$ cat config.mk
export PLATFORM = sky130hd
export DESIGN_NAME = bitwise_reduce_pipe
export DESIGN_NICKNAME = d
export VERILOG_FILES = /design/src/rtl/bitwise_reduce_pkg.sv /design/src/rtl/bitwise_reduce_tree.sv /design/src/rtl/bitwise_reduce_pipe.sv
export SDC_FILE = /design/constraint.sdc
export NUM_CORES = 1
export LEC_CHECK = 0
export BUFFER_PORTS_ARGS = -buffer_cell sky130_fd_sc_hd__buf_4
export CAP_MARGIN = 10
export CELL_PAD_IN_SITES_DETAIL_PLACEMENT = 1
export CELL_PAD_IN_SITES_GLOBAL_PLACEMENT = 1
export CORE_MARGIN = 2
export CORE_UTILIZATION = 45
export CTS_BUF_LIST = sky130_fd_sc_hd__clkbuf_4 sky130_fd_sc_hd__clkbuf_8
export CTS_CLUSTER_SIZE = 25
export DETAILED_ROUTE_END_ITERATION = 6
export PLACE_DENSITY = 0.91
export SLEW_MARGIN = 25
export SYNTH_ARGS = -nofsm -noshare
export SYNTH_HDL_FRONTEND = slang
export SYNTH_HIERARCHICAL = 1
export SYNTH_SLANG_ARGS = --single-unit
$ cat constraint.sdc
create_clock -name CLK -period 2.58 [get_ports CLK]
set_input_delay 0.258 -clock CLK [delete_from_list [all_inputs] [get_ports CLK]]
set_output_delay 0.258 -clock CLK [all_outputs]
set_load 0.03 [all_outputs]
$ cat src/rtl/bitwise_reduce_pkg.sv
// Shared op encoding and helper functions for the bitwise reduction pipeline.
// Functions work on MAX_W-bit vectors; callers size-cast to their own width.
package bitwise_reduce_pkg;

    localparam int MAX_W = 64;

    localparam logic [1:0] OP_AND  = 2'b00;
    localparam logic [1:0] OP_OR   = 2'b01;
    localparam logic [1:0] OP_XOR  = 2'b10;
    localparam logic [1:0] OP_NAND = 2'b11;

    // NAND reduces with AND; the final inversion happens once, at the output stage.
    function automatic logic [MAX_W-1:0] identity(input logic [1:0] op, input int unsigned width);
        logic [MAX_W-1:0] v;
        v = '0;
        if (op == OP_AND || op == OP_NAND) begin
            for (int unsigned b = 0; b < MAX_W; b++) begin
                if (b < width) v[b] = 1'b1;
            end
        end
        return v;
    endfunction

    function automatic logic [MAX_W-1:0] combine(input logic [1:0] op,
                                                 input logic [MAX_W-1:0] a,
                                                 input logic [MAX_W-1:0] b);
        logic [MAX_W-1:0] r;
        case (op)
            OP_OR:   r = a | b;
            OP_XOR:  r = a ^ b;
            default: r = a & b;
        endcase
        return r;
    endfunction

endpackage

$ cat src/rtl/bitwise_reduce_tree.sv
// Combinational reduction of M operands of WIDTH bits; M=0 yields the op identity.
module bitwise_reduce_tree
    import bitwise_reduce_pkg::*;
#(
    parameter int M     = 1,
    parameter int WIDTH = 4
) (
    input  logic [((M > 0) ? M : 1)*WIDTH-1:0] d_i,
    input  logic [1:0]                         op_i,
    output logic [WIDTH-1:0]                   r_o
);

    logic [WIDTH-1:0] acc;

    always_comb begin
        acc = WIDTH'(identity(op_i, WIDTH));
        for (int k = 0; k < M; k++) begin
            acc = WIDTH'(combine(op_i, MAX_W'(acc), MAX_W'(d_i[k*WIDTH +: WIDTH])));
        end
    end

    assign r_o = acc;

endmodule

$ cat src/rtl/bitwise_reduce_pipe.sv
// Two-stage bitwise reduce (AND/OR/XOR/NAND) of N operands with valid/ready on both sides.
// Optional BITWISE_REDUCE_PIPE_STICKY_EN adds an OR-accumulator of delivered results.
module bitwise_reduce_pipe
    import bitwise_reduce_pkg::*;
#(
    parameter int WIDTH = 4,
    parameter int N     = 2
) (
    input  logic               CLK,
    input  logic               ASYNCRESET,
    input  logic [N*WIDTH-1:0] I,
    input  logic [1:0]         OP,
    input  logic               I_VALID,
    output logic               I_READY,
    output logic [WIDTH-1:0]   O,
    output logic               O_VALID,
    input  logic               O_READY
`ifdef BITWISE_REDUCE_PIPE_STICKY_EN
    ,
    input  logic               STICKY_CLR,
    output logic [WIDTH-1:0]   O_STICKY
`endif
);

    localparam int N_LO = (N + 1) / 2;
    localparam int N_HI = N - N_LO;
    localparam int HI_W = ((N_HI > 0) ? N_HI : 1) * WIDTH;

    logic [HI_W-1:0]  hi_in;
    logic [WIDTH-1:0] lo_r, hi_r;

    logic             s1_valid_q, s1_valid_d;
    logic [WIDTH-1:0] s1_lo_q, s1_lo_d;
    logic [WIDTH-1:0] s1_hi_q, s1_hi_d;
    logic [1:0]       s1_op_q, s1_op_d;
    logic [WIDTH-1:0] o_q, o_d;
    logic             o_valid_q, o_valid_d;
    logic [WIDTH-1:0] s2_comb;
    logic             s1_en, s2_en;

    generate
        if (N_HI > 0) begin : g_hi
            assign hi_in = I[N*WIDTH-1 : N_LO*WIDTH];
        end else begin : g_no_hi
            assign hi_in = '0;
        end
    endgenerate

    bitwise_reduce_tree #(.M(N_LO), .WIDTH(WIDTH)) u_lo (
        .d_i  (I[N_LO*WIDTH-1:0]),
        .op_i (OP),
        .r_o  (lo_r)
    );

    bitwise_reduce_tree #(.M(N_HI), .WIDTH(WIDTH)) u_hi (
        .d_i  (hi_in),
        .op_i (OP),
        .r_o  (hi_r)
    );

    // Handshake: a beat moves on a side when valid && ready at a rising CLK edge.
    // A stage advances when it is empty or the stage after it advances; I_READY is
    // therefore combinational from O_READY and there is no skid buffer.
    assign s2_en   = !o_valid_q || O_READY;
    assign s1_en   = !s1_valid_q || s2_en;
    assign I_READY = s1_en;

    assign s2_comb = WIDTH'(combine(s1_op_q, MAX_W'(s1_lo_q), MAX_W'(s1_hi_q)));

    always_comb begin
        s1_valid_d = s1_valid_q;
        s1_lo_d    = s1_lo_q;
        s1_hi_d    = s1_hi_q;
        s1_op_d    = s1_op_q;
        o_valid_d  = o_valid_q;
        o_d        = o_q;
        if (s1_en) begin
            s1_valid_d = I_VALID;
            s1_lo_d    = lo_r;
            s1_hi_d    = hi_r;
            s1_op_d    = OP;
        end
        if (s2_en) begin
            o_valid_d = s1_valid_q;
            o_d       = (s1_op_q == OP_NAND) ? ~s2_comb : s2_comb;
        end
    end

    always_ff @(posedge CLK or posedge ASYNCRESET) begin
        if (ASYNCRESET) begin
            s1_valid_q <= 1'b0;
            s1_lo_q    <= '0;
            s1_hi_q    <= '0;
            s1_op_q    <= '0;
            o_valid_q  <= 1'b0;
            o_q        <= '0;
        end else begin
            s1_valid_q <= s1_valid_d;
            s1_lo_q    <= s1_lo_d;
            s1_hi_q    <= s1_hi_d;
            s1_op_q    <= s1_op_d;
            o_valid_q  <= o_valid_d;
            o_q        <= o_d;
        end
    end

    assign O       = o_q;
    assign O_VALID = o_valid_q;

`ifdef BITWISE_REDUCE_PIPE_STICKY_EN
    logic [WIDTH-1:0] sticky_q, sticky_d;
    logic             o_xfer;

    assign o_xfer = o_valid_q && O_READY;

    // Clear wins, but a result leaving in the same cycle still lands in the fresh value.
    always_comb begin
        sticky_d = sticky_q;
        if (STICKY_CLR) begin
            sticky_d = o_xfer ? o_q : '0;
        end else if (o_xfer) begin
            sticky_d = sticky_q | o_q;
        end
    end

    always_ff @(posedge CLK or posedge ASYNCRESET) begin
        if (ASYNCRESET) sticky_q <= '0;
        else            sticky_q <= sticky_d;
    end

    assign O_STICKY = sticky_q;
`endif

endmodule

==> results.yml <==
run_status:
  status: "finished, final reports clean"
placement:
  hpwl_um: 2651
  place.gp.congestion: 0.7611
  port-buffer-count: 19
logic_synthesis:
  syn_inst: 158
  synth_warnings: 6
  yosys.area.top_type: "dfrtp_1"
  yosysUniqueCellTypes: 17
  synth_top_cell_area_share: 0.2912
  ys_seq_elements: 16
  synth_nets: 203
  synth_area_um2: 1375
  ys_seq_area_frac: 0.2912
  avgSynthCellArea_um2: 8.703
  synth_area_leaders: "dfrtp_1 (29%), ha_1 (28%), nand2b_1 (6.8%)"
sta:
  final.setup.tns_ns: 0
  max_clock_freq_mhz: 547.0
  maxSlewViolCount: 0
  rsz0062_at_grt: "no"
  worst_pin_slew_ns: 0.7299
  max_slew_margin: 0.5119
  final.period_utilization: 0.7085
  period_needed_ns: 1.828
  finClkSkew_ns: 0.003291
  setup_viol: 0
  finalHoldViolations: 0
worst_setup_path:
  reg2reg_from: "s1_op_q[0]"
  worstPathArrival_ns: 1.57
  worstPathCellList: "nand3b_1 -> buf_4"
  critPathKind: "flip-flop to output pin"
  worst_r2r_endpoint: "O[0]"
  crit_fanout: 22
  path_buf_inv: 1
  worstPathRequired_ns: 2.32
  critPathMaxStageDelay_ns: 0.51
  slowest_stage: "nand3b_1"
  end_kind: "output pin"
  r2r_cells: 6
  path_delay_family: "simple AND/OR/NAND/NOR gates"
  r2r_setup_slack_ns: 0.97
  worstSetupStartpointType: "flip-flop"
detailed_routing:
  via_count: 1087
  drc: 0
  route.detailed.vias_per_inst: 5.201
  drt-pass1-iter-count: 4
  antenna_left: 0
  wirelength_um: 3243
  drt_iter0_markers: 10
  wl_per_cell_um: 15.52
grt:
  grt-ovfl-total: 0
  grt_pass1_vias: 1193
  grt_usage: 0.2015
  grt_max_degree: 23
  grt_pass1_wl_um: 5264
  antenna_found_initial: 0
clock_tree:
  clock_sinks: 16
  cts_max_path_buffers: 2
  path_clk_slew_ns: 0.10
  holdBufCountCts: 0
  cts_root_buf: "clkbuf_4"
  post_cts_buffers: 0
  htreeDepth: 1
  post_cts_resized: 0
  clock_latency_ns: 0.29
  cts_buffers: 3
  tritoncts: "built"
worst_hold_path:
  hp-class: "input pin to asynchronous set/reset pin"
power_and_ir_drop:
  power_uw: 870.4
  ir_drop_mv: 0.2013
  p_leak_uw: 0.0008185
  p_per_area_nw_per_um2: 556.5
floorplan:
  rows: 20
  start_util: 0.4618
  io_pins: 20
  die_area_um2: 3514
  core_um2: 2978
  die_x_um: 59.28
  fp.dieH_um: 59.28
job:
  cap_violations: 0
final_layout:
  syn2layout_area_growth_pct: 13.74
  drive_above_1_share: 0.1648
  fill_cells: 372
  n_antenna_cell: 0
  layout.nets: 223
## cells by family after synthesis
kind of cell             count (synthesis)  synth area share
AO/OA/AOI/OAI                           29            0.1401
flip-flops                              16            0.2912
AND/OR/NAND/NOR                         48            0.1774
XOR/XNOR                                 4           0.02548
buffers and inverters                   30           0.08371
adder cells (fa/ha/maj)                 31            0.2821
## worst max path at each step
stage,from,end,slack [ns],cells after the start
final,s1_valid_q,I_READY,0.75,2
after global routing,s1_valid_q,I_READY,0.62,2
after CTS,O_VALID,I_READY,0.73,2
after detailed placement,OP[0],s1_lo_q[0],0.70,9
after global placement,OP[0],s1_lo_q[3],0.86,9
after floorplan,OP[0],s1_hi_q[0],1.16,8
## area by class of cell
cell class                      instances  area, um2  share of cell area
Clock buffer                            3      22.52             0.01440
Inverter                               26      97.59             0.06240
Multi-Input combinational cell        112      859.6              0.5496
Sequential cell                        16      400.4              0.2560
Tap cell                               33      41.29             0.02640
Timing Repair Buffer                   19      142.6             0.09120
## sequential cells by signal, indices dropped and copies added (netlist names)
signal / flops
O: 4
O_VALID: 1
s1_hi_q: 4
s1_lo_q: 4
s1_op_q: 2
s1_valid_q: 1
## per-stage QoR
stage | util | std cells | setup WS (ns) | hold WS, ns | instance area, um2
2_1_floorplan | - | 158 | 1.161 | 0.1717 | 1375
3_3_place_gp | 0.5176 | 206 | 0.8572 | 0.3477 | 1541
3_5_place_dp | 0.5176 | 206 | 0.7003 | 0.3822 | 1541
4_1_cts | 0.5252 | 209 | 0.7260 | 0.06414 | 1564
5_1_grt | 0.5252 | 209 | 0.6248 | 0.09121 | 1564
6_report | 0.5252 | 209 | 0.7519 | 0.04158 | 1564
## report_power, final
group,internal [uW],leakage (uW),switching (uW)
registers,300,0.000190,31.5
logic,171,0.000615,232
clock network,54.3,0.0000138,81.3
total,526,0.000819,345
## synthesized netlist by cell type
cell type and n:
ha_1 31, inv_1 23, nand2_1 19, dfrtp_1 16, nand2b_1 15, o21ai_0 10, nor2b_1 9, a31oi_1 8
a21oi_1 7, nor2_1 4, xnor2_1 4, a2bb2oi_2 3, inv_2 3, buf_2 2, clkbuf_1 2, a31oi_2 1
nand3b_1 1
## metal layers
metal	routed length, um	up-vias	share of wire	global-route usage
met5	0	-	0	0
met3	40	12	0.012	0.01528
met4	93	0	0.029	0.09416
met1	1339	516	0.41	0.2237
met2	1769	21	0.55	0.3815
li1	-	538	-	-
## cell usage in the layout, fill, tap and decap left out
cell type	instances
a21oi_1	7
a2bb2oi_2	3
a31oi_1	8
a31oi_2	1
buf_4	19
clkbuf_4	3
dfrtp_1	16
ha_1	31
inv_1	23
inv_2	3
nand2_1	19
nand2b_1	15
nand3b_1	1
nor2_1	4
nor2b_1	9
o21ai_0	10
xnor2_1	4
No activity file was read; power rests on OpenSTA's default activity.
